<file path="config.mk">
export PLATFORM = sky130hd
export DESIGN_NAME = reg_scoreboard
export DESIGN_NICKNAME = d
export VERILOG_FILES = /design/src/rtl/reg_scoreboard.sv
export SDC_FILE = /design/constraint.sdc
export NUM_CORES = 1
export LEC_CHECK = 0
export BUFFER_PORTS_ARGS = -buffer_cell sky130_fd_sc_hd__buf_2
export CELL_PAD_IN_SITES_DETAIL_PLACEMENT = 1
export CELL_PAD_IN_SITES_GLOBAL_PLACEMENT = 1
export CORE_MARGIN = 2
export CORE_UTILIZATION = 40
export CTS_CLUSTER_DIAMETER = 80
export DETAILED_ROUTE_END_ITERATION = 10
export PLACE_DENSITY_LB_ADDON = 0.1
export SETUP_SLACK_MARGIN = 0.5
export SYNTH_ARGS = -nofsm -noshare
export SYNTH_HDL_FRONTEND = slang
export SYNTH_SLANG_ARGS = --single-unit
</file>
<file path="constraint.sdc">
create_clock -name clk -period 3.3 [get_ports clk]
set_input_delay 0.33 -clock clk [delete_from_list [all_inputs] [get_ports clk]]
set_output_delay 0.33 -clock clk [all_outputs]
set_load 0.03 [all_outputs]
</file>
<file path="src/rtl/reg_scoreboard.sv">
// Register scoreboard: pending bit per GPR, set on issue, cleared on writeback; issue_ready is combinational, busy_vec is registered.
// Define SCOREBOARD_WB_BYPASS_EN to let a same-cycle writeback release RAW/WAW hazards immediately.
module reg_scoreboard #(
  parameter int NREG  = 32,
  parameter int CNT_W = 16
) (
  input  logic             clk,
  input  logic             rst,
  input  logic             issue_valid,
  output logic             issue_ready,
  input  logic [4:0]       issue_rs,
  input  logic [4:0]       issue_rt,
  input  logic             issue_rs_used,
  input  logic             issue_rt_used,
  input  logic             issue_wr,
  input  logic [4:0]       issue_rd,
  input  logic             wb_valid,
  input  logic [4:0]       wb_rd,
  input  logic             flush,
  output logic [NREG-1:0]  busy_vec,
  output logic [CNT_W-1:0] stall_count
);

  logic [NREG-1:0] busy;
  logic [NREG-1:0] pend;
  logic [NREG-1:0] wb_mask;
  logic [NREG-1:0] set_mask;
  logic [NREG-1:0] busy_next;
  logic            raw_a;
  logic            raw_b;
  logic            waw;
  logic            hazard;
  logic            fire;

  always_comb begin
    wb_mask = '0;
    if (wb_valid && wb_rd != 5'd0) wb_mask[wb_rd] = 1'b1;
  end

`ifdef SCOREBOARD_WB_BYPASS_EN
  // The register file forwards the write data, so a committing register is already safe to read.
  assign pend = busy & ~wb_mask;
`else
  assign pend = busy;
`endif

  assign raw_a  = issue_rs_used && issue_rs != 5'd0 && pend[issue_rs];
  assign raw_b  = issue_rt_used && issue_rt != 5'd0 && pend[issue_rt];
  assign waw    = issue_wr && issue_rd != 5'd0 && pend[issue_rd];
  assign hazard = raw_a | raw_b | waw;

  assign issue_ready = rst || (!flush && !hazard);
  assign fire        = issue_valid && issue_ready && !rst && !flush;

  always_comb begin
    set_mask = '0;
    if (fire && issue_wr && issue_rd != 5'd0) set_mask[issue_rd] = 1'b1;
  end

  // Set is applied after clear so a new producer supersedes a same-cycle writeback.
  always_comb begin
    busy_next    = (busy & ~wb_mask) | set_mask;
    busy_next[0] = 1'b0;
  end

  always_ff @(posedge clk) begin
    if (rst) begin
      busy        <= '0;
      stall_count <= '0;
    end else if (flush) begin
      busy <= '0;
    end else begin
      busy <= busy_next;
      if (issue_valid && !issue_ready && stall_count != {CNT_W{1'b1}})
        stall_count <= stall_count + CNT_W'(1);
    end
  end

  assign busy_vec = busy;

endmodule

</file>
# Word-level counts from Yosys, hierarchy flattened
# Index checks and enable logic that the tools add are counted.
# op_classes
mux	12
eq_ne	1
n_shift	0
magnitude_cmp	6
mul	0
n_addsub	1
n_reduce_logical	28
bitwise	6
n_div	0
# op_table
op	count
two-way mux 32 bit	2
AND 32 bit	1
NOT 32 bit	1
OR 32 bit	1
< comparator 5 x 6 -> 1 bit (second input constant)	4
nonzero test 5 bit	4
logical AND 1 bit	17
adder 16 x 1 -> 16 bit (second input constant)	1
inequality test 16 bit (second input constant)	1
binary-select mux 1 bit (select 5 bit)	3
demux 1 bit (select 5 bit)	2
>= comparator 5 x 1 -> 1 bit (second input constant)	2
two-way mux 1 bit	5
zero test 1 bit	4
OR 1 bit	2
AND reduction 2 bit	1
OR reduction 2 bit	1
logical OR 1 bit	1
NOT 1 bit	1
# word_totals
wordCells	57
ram_bits	0
mem_bits_ro	0
memories	0
ff_bits	48
latchBits	0
in_bits	28

# Logic depth before layout (Yosys ltp)
# depth
word_depth	15
mapped_depth	10
ltp_nobuf	7

# Worst setup path before layout
# OpenSTA, ideal clock, no wires.
# synth_timing
path_type	input to output
startpoint	input issue_rt[1]
endpoint	output issue_ready
stages	8
slack_ps	418
t_arrival_ps	2552
path_cell_list	clkbuf_1 > mux4_2 > nor3b_1 > o41ai_1 > a221o_1 > buf_6 > buf_2 > o21bai_1
# synth_between
elab_chain_len	8
# synth_lines
item	line	text
start, declared	12	input logic [4:0] issue_rt,
binary-select mux 1 bit (select 5 bit) or nonzero test 5 bit (tied branches)	48	assign raw_b = issue_rt_used && issue_rt != 5'd0 && pend[issue_rt];
two-way mux 1 bit (not written as such) or logical AND 1 bit (tied branches)	48	
logical AND 1 bit (*)	48	
OR 1 bit (*) (2 in a row)	50	assign hazard = raw_a | raw_b | waw;
zero test 1 bit (*)	52	assign issue_ready = rst || (!flush && !hazard);
logical AND 1 bit (*)	52	
logical OR 1 bit (*)	52	
end, declared	10	output logic issue_ready,
# Every way passes the cells marked *; elsewhere a longest branch is shown, timed or not. The select of a mux whose other input is x is not followed.

# Final worst setup path
# layout_timing
startpoint	register busy[9], in the netlist busy_vec[9]
endpoint	register busy[20], in the netlist busy_vec[20]
# layout_between
elab_chain_len	15
# layout_lines
item	line	text
start, declared	24	logic [NREG-1:0] busy;
start signal, assigned	73	busy <= busy_next;
binary-select mux 1 bit (select 5 bit) (on tied branches)	47, 48	
two-way mux 1 bit (on tied branches)	47, 48	
logical AND 1 bit (on tied branches)	47, 48	
OR 1 bit	50	
OR 1 bit (*)	50	
zero test 1 bit (*)	52	
logical AND 1 bit (*)	52	
logical OR 1 bit (*)	52	
logical AND 1 bit (*) (3 in a row)	53	assign fire = issue_valid && issue_ready && !rst && !flush;
logical AND 1 bit (*) (2 in a row)	57	if (fire && issue_wr && issue_rd != 5'd0) set_mask[issue_rd] = 1'b1;
two-way mux 32 bit (*)	57	
OR 32 bit (*)	62	busy_next = (busy & ~wb_mask) | set_mask;
# Marks and branches as above.
# A chain may end at the register's enable or synchronous reset.

==> flow_summary.toml <==
[synthesis]
synth_top_cell_by_area = "dfxtp_1"
yosysSeqAreaShare_pct = 30.88
syn_nets = 343
synth_cell_types = 54
syn-cell-area_um2 = 3047
synth_edf_count = 0
ys_async_sr_fraction_pct = 0
yosys_warnings = 0
avgSynthCellArea_um2 = 9.703
synth_seq_cells = 47
netlist_top_cells_area = "dfxtp_1, mux4_2, o211ai_1, o21ai_0, mux4_1"
synth_top_area_share_pct = 30.88
synth_flop_cell = "dfxtp_1"
syn_inst = 314

[worst_setup_path]
cpMostUsedCell = "o21ai_2"
crit_path_end_kind = "flop"
crit_type = "reg2reg"
critPathTopFamily = "compound AO/OA/AOI/OAI gates"
r2r_slack_ns = 0.59
worst-endpoint-arrival_ns = 2.94
startpoint_type = "flop"
crit_path_top_delay_cell = "or4_4"
required_ns = 3.53
path_cells = "mux4_2, a311oi_2, o21ai_2, a221o_2, buf_4, or4_4, o21ai_2"
crit_path_max_incr_delay_ns = 0.57
rr_worst_depth = 7
worstPathMaxFanout = 7
r2r-end = "busy_vec[20]"
r2r-start = "busy_vec[9]"
cp.buffers_inverters = 1

[clocking]
cts_tree = "built"
clock-root-buffer = "clkbuf_8"
htreeDepth = 2
cts_buffers = 5
cts_hold_buf = 0
cts.sinks = 47
clockBufferDepth = 2
clkTransAtPathRegs_ns = 0.09
clock_latency_ns = 0.30

[job]
drv_cap = 0

[global_routing]
grt_pass1_wl_mm = 16.34
antenna_found_initial = 0
grt_usage_pct = 24.67
grt-ovfl-total = 0
grt_max_degree = 33
grt_pass1_vias = 3037

[placement]
dp_hpwl_mm = 7.677
globalplace.congestion = 0.8714
dpl_cell_area_um2 = 3467
numPlacedInstances = 471
io_buffer_count = 75

[floorplanning]
io_pins = 77
die_x_um = 91.28
start_util_pct = 41.56
rows = 31
core-area_um2 = 7331
die_y_um = 91.28
dieArea_um2 = 8331

[sta]
slew_headroom_pct = 49.83
worst_pin_slew_ns = 0.7469
tns_ns = 0
rsz0062_at_grt = "false"
hold_violations = 0
period_minus_slack_ns = 2.708
fin_skew_ns = 0.002465
fin_crit_sh_pct = 82.06
setup_viol = 0
report.final.slew_viol_count = 0
fmax_mhz = 369.3

[cells_and_area]
finalNonFillerCells = 481
drive_above_1_share_pct = 35.08
layout.cells.most_common = "buf_2"
mostFrequentLayoutCells = "buf_2, dfxtp_1, o211ai_1, o21ai_0, mux4_2"
num-nets-final = 411
diodes = 0
area_growth_pct = 17.99
fin_area_um2 = 3595

[worst_hold_path]
hp-class = "in2reg"
hp-start = "rst"
hold_depth = 2
min_to = "stall_count[13]"

[detailed_routing]
vias = 3053
ant_nets = 0
vias_per_cell = 6.347
post-route-drc-count = 0
wl_mm = 10.18
first_iter_violations = 181
wl_per_cell_um = 21.16
firstDrtPassIters = 5

[pwr]
peakVddDrop_v = 0.0001601
p_per_area_nw_per_um2 = 302.0
p_leak_nw = 1.419

[run_status]
status = "complete, no violations"
[registers in the layout, indices dropped and copies added (netlist names)]
register / count
busy_vec: 31
stall_count: 16
[cell type report]
class | instances | area [um^2]
clock buffer | 6 | 82.58
clock inverter | 1 | 5.005
fill | 866 | 3736
inverter | 3 | 11.26
multi-input combinational | 242 | 1996
sequential | 47 | 940.9
tap | 99 | 123.9
timing repair buffer | 83 | 435.4
[synthesized netlist by cell type, types with 2 or more instances]
cell type and number:
dfxtp_1 47, o211ai_1 31, o21ai_0 23, mux4_2 15
nand2_1 14, nand3_1 13, nor2_1 13, clkbuf_1 12
nand3b_1 11, a21oi_1 9, mux2i_1 9, o41ai_1 8
mux2_2 7, nor2b_1 7, o21ai_2 7, and3_1 6
nand2b_1 6, and4_1 5, buf_2 5, nand4b_1 5
a31oi_1 4, and2_1 4, buf_6 4, mux4_1 4
nand4_1 4, or3_1 4, inv_1 3, nor3_1 3
o21ai_1 3, or3b_2 3, a211oi_1 2
[logic make-up after synthesis]
group | after synthesis | share of synthesized area, %
buffers and inverters | 25 | 4.394
AOI/OAI and AO/OA | 102 | 24.02
muxes | 35 | 20.08
adders and majority gates | 1 | 0.4106
DFF | 47 | 30.88
and+or+nand+nor | 103 | 20.08
other | 1 | 0.1231
[metrics by stage]
step           hold WS (ns)  util [%]  setup WS [ns]  total power, mW
6_report             0.4359     49.04         0.5921            1.086
4_1_cts              0.4371     48.71         0.5546            1.086
3_5_place_dp         0.4975     47.29         0.2764           0.7329
2_1_floorplan        0.5705         -         0.5942           0.6836
5_1_grt              0.4573     49.04         0.5016            1.127
3_3_place_gp         0.4953     47.29         0.3570           0.7303
[worst register-to-register path: stages (launching register included)]
cell	delay, ns
dfxtp_1	0.39
mux4_2	0.49
a311oi_2	0.34
o21ai_2	0.11
a221o_2	0.43
buf_4	0.19
or4_4	0.57
o21ai_2	0.14
[worst max-delay path by stage]
stage,start,endpoint,slack (ns),cells past startpoint
5_1_grt,busy_vec[17],busy_vec[20],0.50,8
4_1_cts,busy_vec[9],issue_ready,0.55,6
3_5_place_dp,issue_rt[0],busy_vec[20],0.28,8
3_3_place_gp,issue_rd[0],busy_vec[20],0.36,8
6_report,busy_vec[9],busy_vec[20],0.59,7
2_1_floorplan,issue_rt[1],issue_ready,0.59,8
[routing by layer]
metal / vias up / wire length [um] / GRT usage (%)
met1: 1521 / 4258 / 31.43
met3: 18 / 554 / 2.988
met5: - / 0 / 0
li1: 1404 / - / -
met2: 110 / 5128 / 42.96
met4: 0 / 236 / 8.712
[where the power goes]
group | switching [mW] | internal (mW)
clock network | 0.192 | 0.165
logic | 0.103 | 0.0556
registers | 0.00222 | 0.568
total | 0.297 | 0.788
[timing repair]
action                                  CTS  global route
buffers inserted                          2             1
pin swaps                                 1             2
hold endpoints to repair                  0             0
gates resized for setup                   1             4
endpoints found under the setup margin    2             9
Power figures use the tool's default switching activity.
